**src/rtl/phase_timer_pkg.sv**
```systemverilog
// Shared types and constants for the phase timer and the traffic-light FSM it feeds.
package phase_timer_pkg;

    localparam int unsigned PHASE_LEN_DEFAULT = 10;
    localparam int unsigned T_W               = 4;
    localparam int unsigned QUAL_W            = 8;

    // One-hot light codes used by the light FSM
    localparam logic [2:0] RED    = 3'b100;
    localparam logic [2:0] YELLOW = 3'b010;
    localparam logic [2:0] GREEN  = 3'b001;

    typedef enum logic [1:0] {
        V_IDLE = 2'd0,
        V_QUAL = 2'd1,
        V_REQ  = 2'd2
    } veh_state_e;

endpackage

```
**src/rtl/vehicle_debounce.sv**
```systemverilog
// Synchronizes the raw road sensor and qualifies it into a latched vehicle request.
module vehicle_debounce
    import phase_timer_pkg::*;
#(
    parameter int unsigned DEBOUNCE_CYC = 3
) (
    input  logic clk,
    input  logic rst,
    input  logic vehicle_raw,
    input  logic veh_ack,
    output logic vehicle
);

    localparam logic [QUAL_W-1:0] QUAL_TARGET = QUAL_W'(DEBOUNCE_CYC);

    logic              sync1_q, sync1_d;
    logic              sync2_q, sync2_d;
    logic              vehicle_q, vehicle_d;
    logic              vehicle_s;
    veh_state_e        state_q, state_d;
    logic [QUAL_W-1:0] qual_cnt_q, qual_cnt_d;

    assign vehicle_s = sync2_q;
    assign vehicle   = vehicle_q;

    always_ff @(posedge clk) begin
        if (rst) begin
            sync1_q    <= 1'b0;
            sync2_q    <= 1'b0;
            state_q    <= V_IDLE;
            qual_cnt_q <= '0;
            vehicle_q  <= 1'b0;
        end else begin
            sync1_q    <= sync1_d;
            sync2_q    <= sync2_d;
            state_q    <= state_d;
            qual_cnt_q <= qual_cnt_d;
            vehicle_q  <= vehicle_d;
        end
    end

    // Once latched, the request survives a dropped sensor until the light FSM acks it
    always_comb begin
        sync1_d    = vehicle_raw;
        sync2_d    = sync1_q;
        state_d    = state_q;
        qual_cnt_d = qual_cnt_q;
        case (state_q)
            V_IDLE: begin
                if (vehicle_s) begin
                    state_d    = V_QUAL;
                    qual_cnt_d = QUAL_W'(1);
                end
            end
            V_QUAL: begin
                if (!vehicle_s) begin
                    state_d    = V_IDLE;
                    qual_cnt_d = '0;
                end else if (qual_cnt_q == QUAL_TARGET) begin
                    state_d = V_REQ;
                end else begin
                    qual_cnt_d = qual_cnt_q + QUAL_W'(1);
                end
            end
            V_REQ: begin
                if (veh_ack) begin
                    state_d    = V_IDLE;
                    qual_cnt_d = '0;
                end
            end
            default: begin
                state_d    = V_IDLE;
                qual_cnt_d = '0;
            end
        endcase
        vehicle_d = (state_d == V_REQ);
    end

endmodule

```
**src/rtl/phase_timer.sv**
```systemverilog
// Phase timer: prescaled tick, phase counter with one-cycle expire, debounced vehicle request.
// Optional macro PHASE_TIMER_PAUSE_EN adds a pause input that freezes the timer path.
module phase_timer
    import phase_timer_pkg::*;
#(
    parameter int unsigned CLK_DIV      = 4,
    parameter int unsigned PHASE_LEN    = PHASE_LEN_DEFAULT,
    parameter int unsigned DEBOUNCE_CYC = 3
) (
    input  logic           clk,
    input  logic           rst,
`ifdef PHASE_TIMER_PAUSE_EN
    input  logic           pause,
`endif
    input  logic           phase_restart,
    input  logic           vehicle_raw,
    input  logic           veh_ack,
    output logic [T_W-1:0] t,
    output logic           tick,
    output logic           expire,
    output logic           vehicle
);

    localparam int unsigned        DIV_W    = $clog2(CLK_DIV);
    localparam logic [DIV_W-1:0]   DIV_LAST = DIV_W'(CLK_DIV - 1);
    localparam logic [T_W-1:0]     T_END    = T_W'(PHASE_LEN);

    logic [DIV_W-1:0] div_cnt_q, div_cnt_d;
    logic [T_W-1:0]   t_q, t_d;
    logic             run_c;

`ifdef PHASE_TIMER_PAUSE_EN
    assign run_c = !pause;
`else
    assign run_c = 1'b1;
`endif

    assign t      = t_q;
    assign tick   = run_c && (div_cnt_q == DIV_LAST);
    assign expire = (t_q == T_END);

    always_ff @(posedge clk) begin
        if (rst) begin
            div_cnt_q <= '0;
            t_q       <= '0;
        end else begin
            div_cnt_q <= div_cnt_d;
            t_q       <= t_d;
        end
    end

    // Phase wrap restarts the prescaler too, so every phase is PHASE_LEN*CLK_DIV+1 clocks
    always_comb begin
        div_cnt_d = div_cnt_q;
        t_d       = t_q;
        if (phase_restart) begin
            div_cnt_d = '0;
            t_d       = '0;
        end else if (run_c) begin
            if (expire) begin
                div_cnt_d = '0;
                t_d       = '0;
            end else if (tick) begin
                div_cnt_d = '0;
                t_d       = t_q + T_W'(1);
            end else begin
                div_cnt_d = div_cnt_q + DIV_W'(1);
            end
        end
    end

    vehicle_debounce #(
        .DEBOUNCE_CYC (DEBOUNCE_CYC)
    ) u_debounce (
        .clk         (clk),
        .rst         (rst),
        .vehicle_raw (vehicle_raw),
        .veh_ack     (veh_ack),
        .vehicle     (vehicle)
    );

endmodule

```
**config.mk**
```make
export PLATFORM = sky130hd
export DESIGN_NAME = phase_timer
export DESIGN_NICKNAME = d
export VERILOG_FILES = /design/src/rtl/phase_timer_pkg.sv /design/src/rtl/vehicle_debounce.sv /design/src/rtl/phase_timer.sv
export SDC_FILE = /design/constraint.sdc
export NUM_CORES = 1
export LEC_CHECK = 0
export ABC_AREA = 1
export CORE_MARGIN = 2
export CORE_UTILIZATION = 52
export DETAILED_ROUTE_END_ITERATION = 10
export GPL_TIMING_DRIVEN = 0
export PLACE_DENSITY = 0.76
export SYNTH_ARGS = -nofsm -noshare
export SYNTH_HDL_FRONTEND = slang
export SYNTH_SLANG_ARGS = --single-unit
```
**constraint.sdc**
```tcl
create_clock -name clk -period 1.82 [get_ports clk]
set_clock_uncertainty 0.2 [all_clocks]
set_input_delay 0.182 -clock clk [delete_from_list [all_inputs] [get_ports clk]]
set_output_delay 0.182 -clock clk [all_outputs]
set_load 0.02 [all_outputs]
```
==> results_dict.tcl <==
set metrics [dict create \
    rsz0062_at_grt "no" \
    crit_type "reg -> out" \
    tightestPinTransition_ps 471 \
    worstPathMaxFanout 5 \
    port_buffers 11 \
    drt-initial-drc-count 22 \
    stdcell_count 166 \
    clock_sinks 19 \
    core.rowCount 15 \
    async_reset_ff_frac 0 \
    max_stage_delay_ps 650 \
    antenna_found_initial 0 \
    maxCapViolCount 0 \
    netlist_area_um2 933 \
    power_density_nw_per_um2 631 \
    place_ws_ps 79.9 \
    placeableCoreArea_um2 1710 \
    worstPathArrival_ps 1360 \
    synth_top_area_frac 0.408 \
    ios 12 \
    synthToLayoutAreaGrowth_pct 17.7 \
    wl_per_cell_um 10.7 \
    fin_crit_sh 0.955 \
    crit_start "t[2]" \
    synth_warnings 0 \
    routabilityCongestion 0.836 \
    timing_hold_violations_final 0 \
    synth_seq_cells 19 \
    synthMostInstantiatedCell "nand2_1" \
    grt_max_degree 13 \
    synth_commonest_cells "nand2_1, dfxtp_1, inv_1" \
    die_y_um 46.4 \
    peakVddDrop_uv 601 \
    vias 830 \
    fin_util 0.643 \
    cts_buffers 3 \
    synth_top_area_cell "dfxtp_1" \
    status "complete, no violations" \
    hold_start "vehicle_raw" \
    critPathRequiredTime_ps 1440 \
    dp.cells 162 \
    post_dp_cell_area_um2 1070 \
    nets 151 \
    seq_area_frac_synth 0.408 \
    routed_wl_um 1780 \
    start_kind "flop" \
    post_drt_via_cell_ratio 5.00 \
    cp_slowest_cell "clkdlybuf4s50_1" \
    die_w_um 46.4 \
    crit_buf_inv 1 \
    synthCells 126 \
    design_area_um2 1100 \
    path_clk_slew_ps 110 \
    ys_types 23 \
    whs_ps 194 \
    grt_usage 0.195 \
    cp-end-kind "primary output" \
    ant_nets 0 \
    yosys-top-cells-area "dfxtp_1, nand2_1, inv_1, a21oi_1, ha_1" \
    cts_root_buf "clkbuf_4" \
    rr_startpoint "u_debounce.qual_cnt_q[0]" \
    initial_core_util 0.547 \
    postCtsHoldBufs 0 \
    p_leak_nw 0.455 \
    insertedDiodeCount 0 \
    setup-violations-final 0 \
    clock_path_buffers 2 \
    tns_ps 0 \
    clock_latency_ps 300 \
    ctsHtreeMaxLevel 1 \
    postSynthAreaPerCell_um2 7.41 \
    min_period_ps 1740 \
    gr-total-overflow 0 \
    fin_ws_ps 81.0 \
    dp_hpwl_um 1370 \
    grt_pass1_vias 729 \
    fmax_mhz 575 \
    ys_dominant_reg_cell "dfxtp_1" \
    slew_headroom 0.686 \
    synth-edff-count 0 \
    grt_pass1_wl_um 3000 \
    drive_gt1_frac 0.0922 \
    slew_viol_final 0 \
    cpLargestDelayFamily "buffers and inverters" \
    cts_tree "built" \
    syn-num-nets 135 \
    path_cells "clkdlybuf4s50_1" \
    dieArea_um2 2150 \
    dr.pass1.iters 4 \
    min_path_type "in -> reg" \
    totalPowerFinal_mw 0.693 \
    drcViolationCount 0 \
]
## what timing repair did
action	in CTS	in global routing
gates resized for setup	3	1
hold endpoints to repair	0	0
setup endpoints to repair	2	1
setup buffers	0	0
## flip-flops by register name, summed over array words and instances, names as in the netlist
| register | flops |
|---|---|
| u_debounce.vehicle | 1 |
| u_debounce.sync2_q | 1 |
| t | 4 |
| u_debounce.state_q | 2 |
| u_debounce.qual_cnt_q | 8 |
| div_cnt_q | 2 |
| u_debounce.sync1_q | 1 |
## cells by family (layout without fill, tap and decap cells)
| group | Yosys count | after routing | synth area share |
|---|---|---|---|
| AO/OA/AOI/OAI | 16 | 16 | 0.0925 |
| AND/OR/NAND/NOR | 65 | 65 | 0.353 |
| buffers and inverters | 21 | 36 | 0.0844 |
| XOR/XNOR | 1 | 1 | 0.00939 |
| adder cells (fa/ha/maj) | 4 | 4 | 0.0536 |
| flip-flops | 19 | 19 | 0.408 |
## area by class of cell
class                   count  area, um^2
fillers                   156         609
multi-input cells          86         474
well taps                  25        31.3
clock buffers               3        22.5
flip-flops and latches     19         380
plain buffers               1        3.75
clock inverters             1        7.51
inverters                  20        75.1
repair buffers             11         104
## cell usage in the layout, fill, tap and decap left out, types with 2 or more instances in the layout
cell	n
nand4_1	7
nor3_1	2
a21oi_1	12
nand3_4	2
inv_2	3
inv_1	17
clkdlybuf4s50_1	9
dfxtp_1	19
or2_1	2
nor2_1	9
nand3_1	6
clkbuf_4	3
o21ai_0	2
nand2_1	31
ha_1	4
## final timing paths
path	endpoint	slack, ps	cells after the start
min	u_debounce.sync1_q	190	3
max reg2reg	u_debounce.qual_cnt_q[1]	210	8
max	t[2]	80	1
min reg2reg	u_debounce.sync2_q	210	2
## routing by layer
layer,track usage,wire [um],vias up
li1,-,-,441
met1,0.231,845,378
met2,0.347,869,11
met3,0.0588,62,0
met4,0.0343,0,0
met5,0,0,-
## power by group
group	switching (mW)	total [mW]	leakage (nW)	internal, mW
clock	0.135	0.219	0.0139	0.0837
sequential	0.00613	0.430	0.154	0.424
combinational	0.0248	0.0445	0.287	0.0197
Note: power is estimated with default switching activity, not from simulation.
